--- src/rtl/dcache_ctrl_if.sv ---
// CPU-side and backing-memory-side signal bundle for the L1 data cache.
interface dcache_ctrl_if;
    logic         cpu_req_i;
    logic         cpu_we_i;
    logic [31:0]  cpu_addr_i;
    logic [31:0]  cpu_data_i;
    logic [31:0]  cpu_data_o;
    logic         cpu_stall_o;
    logic         mem_req_o;
    logic         mem_we_o;
    logic [31:0]  mem_addr_o;
    logic [255:0] mem_data_o;
    logic [255:0] mem_data_i;
    logic         mem_ack_i;

    modport slave (
        input  cpu_req_i, cpu_we_i, cpu_addr_i, cpu_data_i, mem_data_i, mem_ack_i,
        output cpu_data_o, cpu_stall_o, mem_req_o, mem_we_o, mem_addr_o, mem_data_o
    );

    modport master (
        output cpu_req_i, cpu_we_i, cpu_addr_i, cpu_data_i, mem_data_i, mem_ack_i,
        input  cpu_data_o, cpu_stall_o, mem_req_o, mem_we_o, mem_addr_o, mem_data_o
    );
endinterface

--- src/rtl/dcache_ctrl.sv ---
// Direct-mapped write-back/write-allocate L1 D-cache; hits complete in zero cycles,
// misses stall the pipeline through an optional victim write-back and a line fetch.
module dcache_ctrl #(
    parameter int NUM_LINES = 16,
    parameter int ADDR_W    = 32
) (
    input  logic          clk_i,
    input  logic          rst_i,
    dcache_ctrl_if.slave  bus
);
    localparam int IDX_W = $clog2(NUM_LINES);
    localparam int TAG_W = ADDR_W - 5 - IDX_W;

    typedef enum logic [1:0] {IDLE, WRITEBACK, ALLOCATE} state_e;

    state_e               state_q, state_d;
    logic [NUM_LINES-1:0] valid_q, valid_d;
    logic [NUM_LINES-1:0] dirty_q, dirty_d;
    logic [255:0]         data_q [NUM_LINES];
    logic [TAG_W-1:0]     tag_q  [NUM_LINES];

    logic [IDX_W-1:0] idx;
    logic [TAG_W-1:0] req_tag;
    logic [2:0]       wsel;
    logic             hit;
    logic [255:0]     line;
    logic             fill;
    logic             store_hit;
    logic             stall;
    logic [31:0]      rd_data;
    logic             mreq;
    logic             mwe;
    logic [31:0]      maddr;
    logic [255:0]     mdata;
    logic             unused_addr;

    assign idx         = bus.cpu_addr_i[5 +: IDX_W];
    assign req_tag     = bus.cpu_addr_i[ADDR_W-1 -: TAG_W];
    assign wsel        = bus.cpu_addr_i[4:2];
    assign line        = data_q[idx];
    assign hit         = bus.cpu_req_i & valid_q[idx] & (tag_q[idx] == req_tag);
    assign unused_addr = ^bus.cpu_addr_i[1:0];

    always_comb begin
        state_d   = state_q;
        valid_d   = valid_q;
        dirty_d   = dirty_q;
        fill      = 1'b0;
        store_hit = 1'b0;
        stall     = 1'b0;
        rd_data   = '0;
        mreq      = 1'b0;
        mwe       = 1'b0;
        maddr     = '0;
        mdata     = '0;
        unique case (state_q)
            IDLE: begin
                if (bus.cpu_req_i) begin
                    if (hit) begin
                        if (bus.cpu_we_i) begin
                            store_hit     = 1'b1;
                            dirty_d[idx]  = 1'b1;
                        end else begin
                            rd_data = line[{wsel, 5'b0} +: 32];
                        end
                    end else begin
                        stall   = 1'b1;
                        state_d = (valid_q[idx] & dirty_q[idx]) ? WRITEBACK : ALLOCATE;
                    end
                end
            end
            WRITEBACK: begin
                // Index comes from the held request, so the victim stays selected until ack.
                stall = 1'b1;
                mreq  = 1'b1;
                mwe   = 1'b1;
                maddr = {tag_q[idx], idx, 5'b0};
                mdata = line;
                if (bus.mem_ack_i) state_d = ALLOCATE;
            end
            ALLOCATE: begin
                stall = 1'b1;
                mreq  = 1'b1;
                maddr = {req_tag, idx, 5'b0};
                if (bus.mem_ack_i) begin
                    fill         = 1'b1;
                    valid_d[idx] = 1'b1;
                    dirty_d[idx] = 1'b0;
                    state_d      = IDLE;
                end
            end
            default: state_d = IDLE;
        endcase
    end

    always_ff @(posedge clk_i) begin
        if (rst_i) begin
            state_q <= IDLE;
            valid_q <= '0;
            dirty_q <= '0;
        end else begin
            state_q <= state_d;
            valid_q <= valid_d;
            dirty_q <= dirty_d;
        end
    end

    // Tag/data arrays carry no reset; valid_q alone qualifies their contents.
    always_ff @(posedge clk_i) begin
        if (!rst_i && fill) begin
            data_q[idx] <= bus.mem_data_i;
            tag_q[idx]  <= req_tag;
        end else if (!rst_i && store_hit) begin
            data_q[idx][{wsel, 5'b0} +: 32] <= bus.cpu_data_i;
        end
    end

    assign bus.cpu_stall_o = stall;
    assign bus.cpu_data_o  = rd_data;
    assign bus.mem_req_o   = mreq;
    assign bus.mem_we_o    = mwe;
    assign bus.mem_addr_o  = maddr;
    assign bus.mem_data_o  = mdata;
endmodule
--- src/flat_wrapper.sv ---
// flat-port wrapper written by rule: the top's interface ports become plain ports
module dcache_ctrl_flat 
#(
    parameter int NUM_LINES = 16,
    parameter int ADDR_W    = 32
)
  (clk_i, rst_i, bus_cpu_req_i, bus_cpu_we_i, bus_cpu_addr_i, bus_cpu_data_i, bus_mem_data_i, bus_mem_ack_i, bus_cpu_data_o, bus_cpu_stall_o, bus_mem_req_o, bus_mem_we_o, bus_mem_addr_o, bus_mem_data_o);
  dcache_ctrl_if bus_i ();
  input  logic clk_i;
  input  logic rst_i;
  input wire logic [$bits(bus_i.cpu_req_i)-1:0] bus_cpu_req_i;
  input wire logic [$bits(bus_i.cpu_we_i)-1:0] bus_cpu_we_i;
  input wire logic [$bits(bus_i.cpu_addr_i)-1:0] bus_cpu_addr_i;
  input wire logic [$bits(bus_i.cpu_data_i)-1:0] bus_cpu_data_i;
  input wire logic [$bits(bus_i.mem_data_i)-1:0] bus_mem_data_i;
  input wire logic [$bits(bus_i.mem_ack_i)-1:0] bus_mem_ack_i;
  output wire logic [$bits(bus_i.cpu_data_o)-1:0] bus_cpu_data_o;
  output wire logic [$bits(bus_i.cpu_stall_o)-1:0] bus_cpu_stall_o;
  output wire logic [$bits(bus_i.mem_req_o)-1:0] bus_mem_req_o;
  output wire logic [$bits(bus_i.mem_we_o)-1:0] bus_mem_we_o;
  output wire logic [$bits(bus_i.mem_addr_o)-1:0] bus_mem_addr_o;
  output wire logic [$bits(bus_i.mem_data_o)-1:0] bus_mem_data_o;
  assign bus_i.cpu_req_i = bus_cpu_req_i;
  assign bus_i.cpu_we_i = bus_cpu_we_i;
  assign bus_i.cpu_addr_i = bus_cpu_addr_i;
  assign bus_i.cpu_data_i = bus_cpu_data_i;
  assign bus_i.mem_data_i = bus_mem_data_i;
  assign bus_i.mem_ack_i = bus_mem_ack_i;
  assign bus_cpu_data_o = bus_i.cpu_data_o;
  assign bus_cpu_stall_o = bus_i.cpu_stall_o;
  assign bus_mem_req_o = bus_i.mem_req_o;
  assign bus_mem_we_o = bus_i.mem_we_o;
  assign bus_mem_addr_o = bus_i.mem_addr_o;
  assign bus_mem_data_o = bus_i.mem_data_o;
  dcache_ctrl #(.NUM_LINES(NUM_LINES), .ADDR_W(ADDR_W)) u_core (.clk_i(clk_i), .rst_i(rst_i), .bus(bus_i));
endmodule
--- config.mk ---
export PLATFORM = sky130hd
export DESIGN_NAME = dcache_ctrl_flat
export DESIGN_NICKNAME = d
export VERILOG_FILES = /design/src/rtl/dcache_ctrl_if.sv /design/src/rtl/dcache_ctrl.sv /design/src/flat_wrapper.sv
export SDC_FILE = /design/constraint.sdc
export NUM_CORES = 2
export LEC_CHECK = 0
export CAP_MARGIN = 20
export CORE_ASPECT_RATIO = 2
export CORE_MARGIN = 2
export CORE_UTILIZATION = 55
export CTS_BUF_LIST = sky130_fd_sc_hd__clkbuf_16
export DETAILED_ROUTE_END_ITERATION = 12
export MAX_ROUTING_LAYER = met4
export PLACE_DENSITY = 0.73
export SETUP_SLACK_MARGIN = 0.1
export SLEW_MARGIN = 20
export SYNTH_ARGS = -nofsm -noshare
export SYNTH_HDL_FRONTEND = slang
export SYNTH_MEMORY_MAX_BITS = 65536
export SYNTH_SLANG_ARGS = --single-unit
--- constraint.sdc ---
create_clock -name clk_i -period 13.1 [get_ports clk_i]
set_clock_uncertainty 0.15 [all_clocks]
set_input_delay 1.31 -clock clk_i [delete_from_list [all_inputs] [get_ports clk_i]]
set_output_delay 1.31 -clock clk_i [all_outputs]
set_load 0.05 [all_outputs]
==> impl_results.md <==
- Synth cell types: between 70 and 80
- Hpwl dp: just over 300 mm
- Crit path time final: between 8 and 9 ns
- TritonCTS buffer count: approximately 380
- R2r setup slk: about 7.4 ns
- Met1 GRT Util: between 40% and 50%
- Clock Latency Late Sink: approximately 0.93 ns
- VDD IR-drop max: around 0.16 mV
- FF+latch count, synth: ~4,500
- Initial antenna violation count: around 120
- Final setup vio count: 0
- Leak pwr: roughly 63 nW
- Slowest CP cell: clkdlybuf4s50_1
- Post-Syn Area: 179,000 um2
- Setup TNS: 0 ns
- Register area share after synthesis: between 70% and 80%
- Period utilization: 67.8%
- Syn_area_per_cell: ~23 um2
- Via count: around 93,000
- Max capacitance violation total: 0
- Clock sink total: 4,498
- IO Count: 648
- CTS resizes: 0
- Die ar.: around 330,000 um2
- Final Hold Violating Endpoints: 0
- Arrival @ worst endpoint: around 7.4 ns
- Die width: 407 um
- WHS Endpoint: u_core.valid_q[11]
- CP Max Fanout: 80
- First-pass GRT wire length: about 720 mm
- Nets@finish: approximately 9,000
- Ys flop type: edfxtp_1
- Slew margin rel.: a little under a fifth
- Violated checks: antenna violations
- Root buffer cell: clkbuf_16
- Max stage delay on crit path: 0.94 ns
- Rows: 296
- Layout Utilization: 63.1%
- Maximum achievable frequency: approximately 110 MHz
- Measured slew at the worst slew-check pin: 1.23 ns
- Worst EP required: 11.64 ns
- Hold Path Cell Cnt: 2
- Clock Path Buffers: 4
- Drt first-iter violations: 16,881
- Post-CTS setup buffer count: 0
- YS warnings: 0
- Reg2reg end: u_core.data_q[4][148]
- Max H-tree Level: 5
- Crit start category: input pin
- WP buf/inv: 4
- Share of cells above drive strength 1: 29.0%
- Total core area: 324,000 um2
- Total GRT Usage: 33.0%
- Category of the worst setup path capture point: output port
- Synth Instances: between 7,000 and 8,000
- Initial core utilization: roughly 55%
- DRC Markers: 0
- DR pass1 iterations: 7
- Reg2reg start: u_core.tag_q[10][12]
- Final Max Tran Viols: 0
- Fillers: ~21,000
- Grt peak-use layer: met2
- RSZ-0062 raised after global routing: false
- Outcome: complete, but fails checks
- Grt met2 use: a little under half
- CP top delay family: buffers and inverters
- Reg2reg path depth: 11
- Async SR Flop Fraction: 0%
- Vias in the first global route: around 88,000
- Largest net degree at the start of global routing: 150
- WL/cell: 39.5 um
- Grt ovf: 0
- EDFF count, synth: 4,464
- Post-CTS Hold Buffers: 0
- M3 GR Usage: roughly an eighth
- Remaining antenna violation count: 1
- Via density: a little under 7
- Total wire length: about 530 mm
- CTS tree: yes
- Min-delay src: u_core.valid_q[11]
- Die Y-Extent: a little over 800 um
- Crit Path Category: in -> out
- CTS clk-pin slew, worst paths: approximately 0.07 ns
- Power Density: ~140 nW/um2
- Worst path cell trace: buf_16 > buf_4 > mux4_2 > mux2i_1 > xnor2_1 > a2111oi_2 > mux2i_1 > or4_1 > nor3_2 > nand3b_1 > buf_4 > a21oi_1 > clkdlybuf4s50_1
- Final Wtd Congestion: 0.858
- Worst hold path class: reg -> reg
- Area Overhead vs Synth: 14.4%
- I/O Buffers: between 600 and 700
## power by group
part	internal, mW	switching [mW]	total [mW]
sequential	15.9	0.0106	15.9
clock	6.20	5.09	11.3
combinational	0.672	1.27	1.94
## cells by family (layout without fill, tap and decap cells)
group | Yosys count | in the layout | synth area share (%)
XOR/XNOR | 23 | 23 | 0.113
multiplexers | 1770 | 1770 | 20.0
AO/OA/AOI/OAI | 271 | 271 | 0.948
buffers and inverters | 521 | 1610 | 1.31
other | 1 | 225 | 0.00210
AND/OR/NAND/NOR | 731 | 731 | 2.16
adder cells (fa/ha/maj) | 6 | 6 | 0.0420
flip-flops | 4498 | 4498 | 75.4
## cells in the final DEF (no fill, tap or decap), drive strengths merged, types with 5 or more instances in the layout
master,n
edfxtp,4464
mux4,1418
clkdlybuf4s50,604
clkbuf,388
buf,298
and2,269
mux2,253
diode,220
nand2,180
clkinv,147
nor2,146
a21oi,115
inv,113
mux2i,99
bufinv,42
nor3,39
dfxtp,34
o21ai,33
nor2b,25
nand3,24
o22ai,23
a22oi,20
a31oi,19
clkinvlp,18
xnor2,15
a22o,11
a32oi,10
and3,9
xor2,8
ha,6
or4,6
a221oi,5
nand4,5
o211ai,5
conb,5
## state kept, by name, indices dropped and copies added (netlist names), named ones only
register / flops
u_core.data_q: 4096
u_core.tag_q: 368
u_core.valid_q: 16
u_core.state_q: 2
## routing by layer
layer  vias up  share of wire, %
met3       949                17
met2      8296                45
met5         -                 0
met4         0               3.9
li1      34981                 -
met1     48588                34
## worst min-delay path: cells and delay by family, from the launching register on
kind            cells  cell delay, ns
flops               1            0.31
buf+inv             1            0.05
compound gates      1            0.07
## cells in the mapped netlist, drive strengths merged (5+ instances only)
master,number,share of area (%)
edfxtp,4464,75
mux4,1418,18
clkbuf,289,0.61
and2,269,0.95
mux2,253,1.6
buf,196,0.62
nand2,180,0.38
nor2,146,0.36
a21oi,115,0.32
mux2i,99,0.57
nor3,39,0.11
inv,35,0.074
dfxtp,34,0.38
o21ai,33,0.092
nor2b,25,0.088
nand3,24,0.067
o22ai,23,0.081
a22oi,20,0.084
a31oi,19,0.067
xnor2,15,0.074
a22o,11,0.054
a32oi,10,0.049
and3,9,0.032
xor2,8,0.039
ha,6,0.042
or4,6,0.027
a221oi,5,0.025
nand4,5,0.018
o211ai,5,0.021
## layout make-up
cell class                      instances  area (um2)  share of cell area, %
Timing Repair Buffer                  902        8500                   4.16
Clock inverter                        284        2440                   1.19
Sequential cell                      4498      135000                   65.9
Inverter                               36         150                 0.0735
Antenna cell                          220         551                  0.269
Clock buffer                          388        9710                   4.75
Tap cell                             4321        5410                   2.65
Multi-Input combinational cell       2806       42900                   21.0
## worst max path at each step
stage	startpoint	endpoint	slack [ns]	depth (start not counted)
global route	bus_cpu_addr_i[5]	bus_cpu_data_o[29]	4.02	13
finish	bus_cpu_addr_i[5]	bus_cpu_data_o[29]	4.22	13
floorplan	bus_cpu_addr_i[6]	bus_cpu_data_o[25]	6.60	13
CTS	bus_cpu_addr_i[5]	bus_cpu_data_o[29]	4.39	13
detailed placement	bus_cpu_addr_i[5]	bus_cpu_data_o[28]	4.40	13
global placement	bus_cpu_addr_i[6]	bus_cpu_data_o[4]	4.44	10
## through the flow
stage               hold WS, ns  cells  area, um2  setup WS, ns  total power [mW]
finish                    0.326  13455     204000          4.22              29.1
global route              0.352  13353     204000          4.02              29.6
CTS                       0.324  13232     204000          4.39              29.1
detailed placement        0.315  12560     192000          4.40              18.1
global placement          0.308  12557     192000          4.44              18.0
floorplan                 0.299   7825     179000          6.60              17.2
Note: power is estimated with default switching activity, not from simulation.
